==> src/rtl/timebase_pkg.sv <==
// timebase_pkg: shared types and defaults for the board timebase divider
package timebase_pkg;
   localparam int TB_CNT_W = 31;
   localparam int TB_DEF_PERIOD = 100000000;
   localparam int TB_DEF_HIGH = 50000000;
   typedef enum logic [1:0] {IDLE, RUN, DRAIN} tb_state_t;
   typedef struct packed {
      logic [TB_CNT_W-1:0] period;
      logic [TB_CNT_W-1:0] high;
   } tb_cfg_t;
endpackage

==> src/rtl/tick_sched_ctrl_if.sv <==
// tick_sched_ctrl_if: configuration valid/ready channel with error feedback
interface tick_sched_ctrl_if import timebase_pkg::*; #(parameter int CNT_W = TB_CNT_W) ();
   logic             cfg_valid;
   logic             cfg_ready;
   logic [CNT_W-1:0] cfg_period;
   logic [CNT_W-1:0] cfg_high;
   logic             cfg_err;
   modport master (output cfg_valid, cfg_period, cfg_high, input cfg_ready, cfg_err);
   modport slave (input cfg_valid, cfg_period, cfg_high, output cfg_ready, cfg_err);
endinterface

==> src/rtl/tb_div_counter.sv <==
// tb_div_counter: divide-by-P counter with registered clkout/tick decode
module tb_div_counter import timebase_pkg::*; #(parameter int CNT_W = TB_CNT_W) (
   input  logic             clk,
   input  logic             en,
   input  logic             clr,
   input  logic [CNT_W-1:0] period,
   input  logic [CNT_W-1:0] nperiod,
   input  logic [CNT_W-1:0] nhigh,
   output logic [CNT_W-1:0] counter,
   output logic             clkout,
   output logic             tick,
   output logic             wrap
);
   logic [CNT_W-1:0] cnt_n;
   // wrap on the last count of the current period; next count decoded with next period's P/H
   always_comb begin
      wrap = en && counter == period - CNT_W'(1);
      cnt_n = !en || wrap ? '0 : counter + CNT_W'(1);
   end
   // counter, clkout and tick register together so they never skew
   always_ff @(posedge clk) begin
      if (clr) begin
         counter <= '0;
         clkout <= 1'b0;
         tick <= 1'b0;
      end else begin
         counter <= cnt_n;
         clkout <= en && cnt_n >= nperiod - nhigh;
         tick <= en && cnt_n == nperiod - CNT_W'(1);
      end
   end
endmodule

==> src/rtl/tick_sched_ctrl.sv <==
// tick_sched_ctrl: start/run/drain sequencing and glitch-free reconfiguration of the timebase
module tick_sched_ctrl import timebase_pkg::*; #(
   parameter int               CNT_W      = TB_CNT_W,
   parameter logic [CNT_W-1:0] DEF_PERIOD = CNT_W'(TB_DEF_PERIOD),
   parameter logic [CNT_W-1:0] DEF_HIGH   = CNT_W'(TB_DEF_HIGH)
) (
   input  logic             clk,
   input  logic             rst,
   input  logic             start,
   input  logic             stop,
   tick_sched_ctrl_if.slave bus,
   output logic             clkout,
   output logic             tick,
   output logic [CNT_W-1:0] counter,
   output logic             busy
);
   tb_state_t state, state_n;
   tb_cfg_t   act, act_n, shd;
   logic      pend, xfer, legal, wrap;
   // handshake decode and the configuration that governs the next count
   always_comb begin
      xfer = bus.cfg_valid && bus.cfg_ready;
      legal = bus.cfg_period >= CNT_W'(2) && bus.cfg_high != '0 &&
              bus.cfg_high <= bus.cfg_period - CNT_W'(1);
      act_n = xfer && legal && state == IDLE ? tb_cfg_t'{bus.cfg_period, bus.cfg_high} :
              wrap && pend ? shd : act;
      busy = state != IDLE;
      bus.cfg_ready = !pend;
   end
   // next state; stop beats start, stop on the last count exits straight to IDLE
   always_comb begin
      state_n = state;
      case (state)
         IDLE:    if (start && !stop) state_n = RUN;
         RUN:     if (stop) state_n = wrap ? IDLE : DRAIN;
         DRAIN:   if (start && !stop) state_n = RUN; else if (wrap) state_n = IDLE;
         default: state_n = IDLE;
      endcase
   end
   // state register
   always_ff @(posedge clk) begin
      state <= rst ? IDLE : state_n;
   end
   // active/shadow configuration; a pending shadow is promoted only at a wrap
   always_ff @(posedge clk) begin
      if (rst) begin
         act <= tb_cfg_t'{DEF_PERIOD, DEF_HIGH};
         shd <= '0;
         pend <= 1'b0;
         bus.cfg_err <= 1'b0;
      end else begin
         act <= act_n;
         bus.cfg_err <= xfer && !legal;
         if (xfer && legal && state != IDLE) begin
            shd <= tb_cfg_t'{bus.cfg_period, bus.cfg_high};
            pend <= 1'b1;
         end else if (wrap) pend <= 1'b0;
      end
   end
   tb_div_counter #(.CNT_W(CNT_W)) u_div (
      .clk(clk), .en(busy), .clr(rst), .period(act.period),
      .nperiod(act_n.period), .nhigh(act_n.high),
      .counter(counter), .clkout(clkout), .tick(tick), .wrap(wrap)
   );
endmodule

==> src/flat_wrapper.sv <==
// flat-port wrapper written by rule: the top's interface ports become plain ports
module tick_sched_ctrl_flat import timebase_pkg::*;
#(
   parameter int               CNT_W      = TB_CNT_W,
   parameter logic [CNT_W-1:0] DEF_PERIOD = CNT_W'(TB_DEF_PERIOD),
   parameter logic [CNT_W-1:0] DEF_HIGH   = CNT_W'(TB_DEF_HIGH)
)
  (clk, rst, start, stop, clkout, tick, counter, busy, bus_cfg_valid, bus_cfg_period, bus_cfg_high, bus_cfg_ready, bus_cfg_err);
  tick_sched_ctrl_if #(.CNT_W(CNT_W)) bus_i ();
  input  logic clk;
  input  logic rst;
  input  logic start;
  input  logic stop;
  output logic clkout;
  output logic tick;
  output logic [CNT_W-1:0] counter;
  output logic busy;
  input wire logic [$bits(bus_i.cfg_valid)-1:0] bus_cfg_valid;
  input wire logic [$bits(bus_i.cfg_period)-1:0] bus_cfg_period;
  input wire logic [$bits(bus_i.cfg_high)-1:0] bus_cfg_high;
  output wire logic [$bits(bus_i.cfg_ready)-1:0] bus_cfg_ready;
  output wire logic [$bits(bus_i.cfg_err)-1:0] bus_cfg_err;
  assign bus_i.cfg_valid = bus_cfg_valid;
  assign bus_i.cfg_period = bus_cfg_period;
  assign bus_i.cfg_high = bus_cfg_high;
  assign bus_cfg_ready = bus_i.cfg_ready;
  assign bus_cfg_err = bus_i.cfg_err;
  tick_sched_ctrl #(.CNT_W(CNT_W), .DEF_PERIOD(DEF_PERIOD), .DEF_HIGH(DEF_HIGH)) u_core (.clk(clk), .rst(rst), .start(start), .stop(stop), .bus(bus_i), .clkout(clkout), .tick(tick), .counter(counter), .busy(busy));
endmodule
==> config.mk <==
export PLATFORM = sky130hd
export DESIGN_NAME = tick_sched_ctrl_flat
export DESIGN_NICKNAME = d
export VERILOG_FILES = /design/src/rtl/timebase_pkg.sv /design/src/rtl/tick_sched_ctrl_if.sv /design/src/rtl/tb_div_counter.sv /design/src/rtl/tick_sched_ctrl.sv /design/src/flat_wrapper.sv
export SDC_FILE = /design/constraint.sdc
export NUM_CORES = 1
export LEC_CHECK = 0
export ABC_AREA = 1
export BUFFER_PORTS_ARGS = -buffer_cell sky130_fd_sc_hd__buf_2
export CAP_MARGIN = 0
export CORE_ASPECT_RATIO = 0.8
export CORE_UTILIZATION = 55
export CTS_BUF_LIST = sky130_fd_sc_hd__clkbuf_4 sky130_fd_sc_hd__clkbuf_8
export DETAILED_ROUTE_END_ITERATION = 10
export PLACE_DENSITY = 0.75
export SLEW_MARGIN = 20
export SYNTH_ARGS = -nofsm -noshare
export SYNTH_HDL_FRONTEND = slang
export SYNTH_SLANG_ARGS = --single-unit
==> constraint.sdc <==
create_clock -name clk -period 17 [get_ports clk]
set_input_delay 5.1 -clock clk [delete_from_list [all_inputs] [get_ports clk]]
set_output_delay 5.1 -clock clk [all_outputs]
set_load 0.005 [all_outputs]
==> results of run 1 <==
[layout by cell type (no fill, tap or decap), types with 18 or more instances in the layout]
cell type and n:
inv_1 245, buf_2 102, nand3_1 119, a21oi_1 143, nand4_1 58, xnor2_1 46, o21ai_0 148, nor4_1 25
nor2_1 253, xor2_1 75, clkbuf_8 18, ha_1 97, dfxtp_1 161, nor3_1 41, nand2_1 425
[registers in the layout, summed over array words and instances, names as in the netlist]
signal and count:
u_core.state 2, u_core.bus.cfg_err 1, u_core.act 62, u_core.pend 1, u_core.u_div.clkout 1, u_core.u_div.tick 1, u_core.shd 62, u_core.u_div.counter 31
[Yosys cell counts, types with 2 or more instances]
cell type  number
nand3_1       120
xnor2_1        46
o21ai_2         6
nor2_1        254
nor2_4          9
nor3_1         41
xor2_1         75
buf_2           6
ha_1           97
buf_6           4
nand2_1       425
nand2_4         4
nand2_2        15
or2_2          10
nand4_1        58
o21ai_1         4
dfxtp_1       161
nor4_1         25
buf_1           5
nor2_2         11
inv_1         247
a211oi_1        4
a21boi_0        4
clkbuf_1       50
o21a_1          2
inv_2           7
o211ai_1       14
a21o_1          2
nand3_2         4
xnor3_1         4
o21bai_1        8
or2_0           2
a21boi_1        2
nand3b_1        5
o22ai_1         2
a21oi_1       143
o21ai_0       148
[layer usage]
layer | track usage [%] | share of wire, % | up-vias
li1 | - | - | 6825
met1 | 48.0 | 45 | 6332
met2 | 53.0 | 43 | 571
met3 | 6.35 | 8.6 | 91
met4 | 11.9 | 3.3 | 0
met5 | 0 | 0 | -
[metrics by stage]
stage / util [%] / setup slack [ns] / area, µm²
2_1_floorplan: - / 3.78 / 13100
3_3_place_gp: 59.3 / 2.67 / 13900
3_5_place_dp: 59.3 / 2.19 / 13900
4_1_cts: 61.0 / 2.63 / 14300
5_1_grt: 61.0 / 1.38 / 14300
6_report: 61.0 / 2.37 / 14300
[logic make-up (layout without fill, tap and decap cells)]
logic type                 Yosys count  count (layout)
AOI/OAI and AO/OA                  344             344
buffers and inverters              319             401
DFF                                161             161
adders and majority gates           98              98
and+or+nand+nor                    993             993
xor gates and xnor gates           125             125
[critical path, delay by kind of cell]
kind	cells	cell delay, ns
AO/OA/AOI/OAI	15	3.22
XOR/XNOR	2	0.28
adder cells (fa/ha/maj)	4	1.20
buffers and inverters	6	1.15
AND/OR/NAND/NOR	21	4.08
[power groups by stage]
stage | Combinational, W | Sequential, W | Clock [W]
6_report | 0.000468 | 0.000413 | 0.000305
5_1_grt | 0.000528 | 0.000415 | 0.000322
4_1_cts | 0.000460 | 0.000412 | 0.000308
3_5_place_dp | 0.000455 | 0.000421 | 0
3_3_place_gp | 0.000445 | 0.000421 | 0
2_1_floorplan | 0.000344 | 0.000416 | 0
[cell type report]
type | count | area, µm² | share of cell area (%)
Timing Repair Buffer | 115 | 608 | 4.26
Inverter | 254 | 953 | 6.68
Clock buffer | 19 | 255 | 1.79
Clock inverter | 13 | 150 | 1.05
Sequential cell | 161 | 3220 | 22.6
Tap cell | 312 | 390 | 2.73
Multi-Input combinational cell | 1560 | 8700 | 60.9
[final timing paths]
path                               to              start  cells after the start
setup / recovery  u_core.u_div.clkout  bus_cfg_period[0]                     48
hold reg to reg         u_core.shd[4]      u_core.shd[4]                      2
hold / removal          u_core.shd[4]      u_core.shd[4]                      2
setup reg to reg  u_core.u_div.clkout     u_core.act[31]                     38
==> results.md, run 1 <==
Detailed routing:
- After detailed routing, the average wire length per cell comes to ~17 µm.
- After detailed routing, the total wire length is about 41000 µm.
- After detailed routing, the number of vias per cell comes to 5.68.
- Once detail routing completed, the nets flagged for antenna violations numbered 0.
- The final route contains about 14000 vias.
- The number of design-rule violations left by the first detailed-router iteration is 1324.
- The count of unresolved DRC violations after routing is 0.
- Before antenna repair, the detailed router went through 8 iterations.

CTS:
- Once the clock tree was built, the setup fixing pass inserted 0 buffers.
- The cts-stage hold buffer count is 0.
- The clock reaches the later pin of the worst-skew pair after 0.50 ns.
- The TritonCTS buffer count is 17.
- The number of gates resized after CTS was 0.
- The buffer depth of the longest clock path is 2.
- The clock tree synthesis step divided the H-tree into 4 levels.
- The root buffer cell is clkbuf_8.
- The clock transition time at the flip-flop clock pins of the worst setup and hold paths is 0.09 ns.
- The clock tree from TritonCTS is done.
- The clock net in this run drives a total of 161 sinks.

Setup path:
- The top fanout value on the critical path is 81.
- STA puts the critical path data required time at 17.42 ns.
- The slowest cell on the critical path is buf_4.
- For the worst setup path, the data arrival time is 15.04 ns.
- The worst setup path is launched from an input port.
- In this design, the stage delay of the slowest critical-path cell is 0.67 ns.
- The worst setup path is captured at a register.
- The worst-case register-to-register setup slack is a little under 9 ns.
- The worst setup path is of the in2reg kind.
- Among the stages of the critical path, the cell type that occurs most often is nand2_1.

Die:
- The die footprint is 24500 µm².
- In this run the vertical extent of the chip is 140 µm.
- The initial utilization of the core area, before any placement, comes to 56.2%.
- The placeable core region is 23400 µm².
- The floorplan has 50 rows.
- During I/O placement, the number of pins put on the boundary was 103.
- The overall die width is 175 µm.

Power and ir drop:
- The part of the power in the clock network is 25.7%.
- Power spread over the standard cell area amounts to 83.1 nW/µm².
- Net switching is 40.6% of the power.
- The cell-internal power is 0.000704 W.
- The leakage dissipation is 6.62 nW.
- Overall power consumption after layout is estimated at 0.00119 W.
- Across the VDD grid, the largest voltage drop is roughly 0.000056 V.
- Combinational logic is responsible for 39.5% of the overall power.
- Per report_power, the sequential group accounts for roughly a third of the total.
- The switching component of the power is 0.000482 W.

Logic synthesis:
- The share of the synthesized area in compound gates (AO/OA/AOI/OAI) is 14.1%.
- The multiplexer share of the synthesized area is 0%.
- The warning count from the yosys run is 0.
- The synthesized cell area is approximately 13000 µm².
- In this run, synthesis inferred 0 flip-flops with an integrated enable.
- Counting distinct cell types in the post-synthesis netlist gives 53.
- The cell taking the most area after synthesis is dfxtp_1.
- The number of instances in the synthesized netlist is 2040.
- When the netlist entered floorplanning its net count stood at 2205.
- Among all flip-flop cells after synthesis, the most frequent one is dfxtp_1.
- The share of the synthesized area in the top cell type is 24.5%.
- Summing the areas of all xor and xnor instances in the mapped netlist gives 8.75% of the synthesized area.
- Of the total synthesized cell area, the portion taken by AND, OR, NAND and NOR gates is 33.8%.
- The register bit count reported by yosys is 161.
- The combinational family with the most area after synthesis is simple AND/OR/NAND/NOR gates.
- Each instance of the synthesized netlist takes up on average around 6.4 µm².
- In the post-synthesis netlist, the biggest area contributors are dfxtp_1 (25%), nand2_1 (12%), ha_1 (9.2%), nor2_1 (7.3%), inv_1 (7.1%).
- The fraction of the mapped netlist area in adder cells is 9.39%.
- Counting flops with an async set or reset pin after synthesis yields a share of 0%.
- For this run, the register share of the synthesized area comes to between 20% and 30%.

STA:
- Setup repair after global routing left no endpoint under its margin.
- The slew at the pin with the worst max-slew slack is 0.958 ns.
- The setup TNS is 0 ns.
- The number of failing setup endpoints in the final timing report is 0.
- Hold timing on the final database bottoms out at a slack of 0.453 ns.
- Clock skew on the completed layout was measured at 0.0166 ns.
- Of the available clock period, the critical path in the final layout requires a little under nine tenths.
- The shortest clock period the worst path allows after layout is 14.63 ns.
- The final hold violation count is 0.
- Static timing analysis puts the maximum clock frequency at 68.4 MHz.
- In this run the tightest slew margin relative to its limit is 35.5%.
- The number of max-slew violations in the final report is 0.

Finish:
- The area growth from synthesis to layout is 8.67%.
- The number of fillers in the final layout is roughly 2300.
- For this run, the number of standard cells in the final layout without fillers is 2434.
- After the last flow step, the layout net total stands at 2274.
- Cells with a size suffix above 1 make up 10.5% of the layout.
- The repair_antennas step left the layout with diodes totalling 0.

Global route:
- The total overflow reported by the global router is 0.
- Entering global routing, the biggest net connects about 80 pins.
- The first global-routing pass estimated ~66000 µm of wire.
- The initial antenna violation count was 0.
- Global routing used around a third of the available tracks across all layers.
- The via count of the first global-routing pass came to around 12000.

Hold path:
- The path class of the tightest hold or removal check is reg2reg.

Place:
- The global placer's final weighted congestion is between 1 and 1.5.
- The count of buffers added on input and output ports is 102.
- The half-perimeter wire length after placement is around 32000 µm.
- Counting tap cells, the placed design contains a total of 2402 instances.

Status:
- The flow ran to the end, and the final reports show no timing, DRC or antenna violations.

Job:
- The max capacitance violation total is 0.
Note: power is estimated with default switching activity, not from simulation.
==> inputs of run 2 (changes only) <==
--- a/config.mk
+++ b/config.mk
@@ -12,7 +12,7 @@
 export CORE_UTILIZATION = 55
 export CTS_BUF_LIST = sky130_fd_sc_hd__clkbuf_4 sky130_fd_sc_hd__clkbuf_8
 export DETAILED_ROUTE_END_ITERATION = 10
-export PLACE_DENSITY = 0.75
+export PLACE_DENSITY = 0.78
 export SLEW_MARGIN = 20
 export SYNTH_ARGS = -nofsm -noshare
 export SYNTH_HDL_FRONTEND = slang
==> constraint.sdc (replaced) <==
create_clock -name clk -period 11.9 [get_ports clk]
set_input_delay 3.57 -clock clk [delete_from_list [all_inputs] [get_ports clk]]
set_output_delay 3.57 -clock clk [all_outputs]
set_load 0.005 [all_outputs]
==> run 2 against run 1 <==
Net effect:
- critical path depth is 7 higher
- first-iteration DRC count hardly changed
- die area stayed put
- sequential share of layout area is 0.34 points lower
- hold slack better by 0.0027 ns
- design area is 1.5% higher
- global-route usage is 0.90 points higher
- non-clock buffer count is 22 higher
- critical path type unchanged
- critical endpoint unchanged
==> results.md, run 2 (synthesis results as in run 1) <==
Status:
- The run finished with clean final reports.

Finish:
- The final standard cell utilization of the core is 61.9% (+0.93 points).
- The area of all placed cells without fillers came to 14500 µm² (+1.5%).
- The top cell types in the final layout, fill and taps aside, are nand2_1 (424), nor2_1 (252), inv_1 (245), dfxtp_1 (161), a21oi_1 (143).
- In the final layout, the registers with the most flip-flops are u_core.act: 62 flops, u_core.shd: 62 flops, u_core.u_div.counter: 31 flops.
- The number of fillers in the final layout was 2317 (+0.87%).
- The most frequent standard cell in the layout excluding fill and tap cells is nand2_1.
- The area growth from synthesis to layout is 10.3%.
- The multi-input gate area in the final layout is 8760 µm² (+0.75%).
- The share of cells above drive strength 1 came to 11.9% (+1.4 points).
- The non-filler instance count after layout was 2455 (+0.86%).
- The layout net count is 2296 (+0.97%).
- The diode insertion count for antenna repair was 0 (unchanged).
- The total area of sequential cells is 3220 µm² (unchanged).

CTS:
- The clock transition time at the flip-flop clock pins of the worst setup and hold paths came to 0.10 ns (about the same).
- TritonCTS built the clock tree.
- The TritonCTS buffer count is 17 (unchanged).
- The maximum level of the CTS H-tree is 4 (unchanged).
- The number of clock sinks is 161 (unchanged).
- The root buffer cell is clkbuf_8.
- The cts-stage hold buffer count is 0 (unchanged).
- The buffer depth of the longest clock path came to 2 (unchanged).
- The clock network latency to the later pin of the worst-skew pair is 0.49 ns (about the same).

Detailed routing:
- The number of optimization iterations in the first detailed-route pass came to 5 (-3).
- The detail-routed via count per cell is 5.66 (-0.30%).
- The count of unresolved DRC violations after routing came to 0 (unchanged).
- The number of design-rule violations left by the first detailed-router iteration was 1323 (-0.076%).
- The number of vias after detailed routing is 13900 (+0.56%).
- The number of nets with antenna violations after detailed routing is 0 (unchanged).
- The wire length reported by the detailed router came to 42800 µm (+3.6%).
- The wire length per cell is 17.4 µm (+2.7%).

Power and ir drop:
- The overall power is 0.00170 W (+43%).
- The cell area power density is 117 nW/µm² (+41%).
- The leakage dissipation is 6.73 nW (+1.6%).
- The maximum vdd drop is 0.0000831 V (+48%).

STA:
- Subtracting the final worst setup slack from the clock period gives around 11 ns.
- The number of max-slew violations in the final report is 0 (unchanged).
- The final hold violation count is 0 (unchanged).
- The number of failing setup endpoints in the final timing report is 0 (unchanged).
- The normalized max-slew margin came to 32.9% (-2.6 points).
- The highest clock frequency the design can meet is 89.3 MHz.
- The setup TNS was 0 ns (unchanged).
- The worst clock skew is 0.0126 ns (-0.00401 ns).
- The slew at the pin with the worst max-slew slack was 0.997 ns (+0.0391 ns).
- The final worst-path cycle share is a little over nine tenths.

Hold path:
- The path class of the tightest hold or removal check is reg2reg.

Die:
- The placeable core region is 23400 µm² (unchanged).
- The overall die width is 175 µm (unchanged).
- The standard-cell row count is 50 (unchanged).
- The number of top-level pins was 103 (unchanged).
- The die footprint is 24500 µm² (unchanged).
- The overall die height is 140 µm (unchanged).
- The initial cell density of the core is 56.2% (unchanged).

Place:
- The number of placed instances, taps included is 2423 (+0.87%).
- The instance area at placement is 14000 µm² (+1.1%).
- The global placer's final weighted congestion is 1.03 (+1.2%).
- The total of buffers placed on input and output ports is 102 (unchanged).
- The half-perimeter wire length after placement is 33400 µm (+4.1%).

Setup path:
- The top fanout value on the critical path is 12 (-85%).
- By startpoint and endpoint, the worst setup path is classified as in2reg.
- The largest incremental delay on the critical path came to 0.40 ns (-0.27 ns).
- The critical path arrival is 11.63 ns (-3.41 ns).
- The worst setup path is launched from an input port.
- The required arrival time at the worst endpoint is 12.33 ns (-5.09 ns).
- The nature of the critical path endpoint is a register.
- The most used cell along the critical path is nand2_1.
- The slowest stage of the critical path is the fa_1 cell.

Global route:
- The overall fraction of global-route tracks in use is 35.3% (+0.90 points).
- The maximum number of pins on one net before global-route repair is 74 (-9.8%).
- The total overflow reported by the global router is 0 (unchanged).
- The initial antenna violation count is 0 (unchanged).
- The global-route wire length before repair is 67900 µm (+2.6%).
- The via count of the first global-routing pass is 12800 (+2.8%).

Job:
- The max capacitance violation total is 0 (unchanged).
-- run 2: cell count changes in the layout (fill, tap and decap cells not counted), moves of 2 or more --
cell      change
nor3_2        +3
nor4_2        +5
o21ai_0       -6
a21boi_1      +4
clkinv_4      +4
buf_4        +22
nor4_1        -5
o21ai_1       +5
nor3_1        -3
a211oi_1      -2
a21boi_0      -4
a211oi_2      +2
-- run 2: per-stage QoR --
step | hold WS, ns | setup WS, ns
finish | 0.456 | 0.698
global route | 0.476 | -0.144
CTS | 0.455 | 0.150
detailed placement | 0.441 | -0.320
global placement | 0.435 | 0.0624
floorplan | 0.425 | 0.213
-- run 2: path summary, 6_finish.rpt --
kind,from,end,slack (ns),depth (start not counted)
max,bus_cfg_period[1],u_core.u_div.clkout,0.70,55
min,u_core.shd[7],u_core.shd[7],0.46,2
max reg2reg,u_core.act[31],u_core.u_div.clkout,4.22,41
min reg2reg,u_core.shd[7],u_core.shd[7],0.46,2
-- run 2: power breakdown --
| part | internal, W | switching (W) | total (W) |
|---|---|---|---|
| clock | 0.000189 | 0.000232 | 0.000420 |
| sequential | 0.000568 | 0.0000219 | 0.000590 |
| combinational | 0.000252 | 0.000441 | 0.000693 |
-- run 2: what timing repair did --
action | in CTS | in global routing
buffers inserted | 0 | 1
gates resized for setup | 0 | 24
hold endpoints to repair | 0 | 0
endpoints found under the setup margin | 0 | 1
-- run 2: critical path: cells and delay by family --
family          cells  cell delay, ns
compound gates     10            1.49
xor+xnor            2            0.19
fa+ha+maj           5            1.46
buf+inv             7            0.91
simple gates       31            3.99
-- run 2: cell type report --
class                      instances  area share [%]
clock buffer                      17            1.61
inverter                         254            6.58
multi-input combinational       1560            60.5
tap                              312            2.69
sequential                       161            22.2
timing repair buffer             137            5.33
clock inverter                    14            1.09
-- run 2: metal layers --
metal | part of all wire (%) | GRT usage, % | vias to the layer above
met5 | 0 | 0 | -
met4 | 2.8 | 11.9 | 0
met3 | 8.8 | 7.57 | 76
met2 | 44 | 55.5 | 582
met1 | 45 | 47.9 | 6342
li1 | - | - | 6896
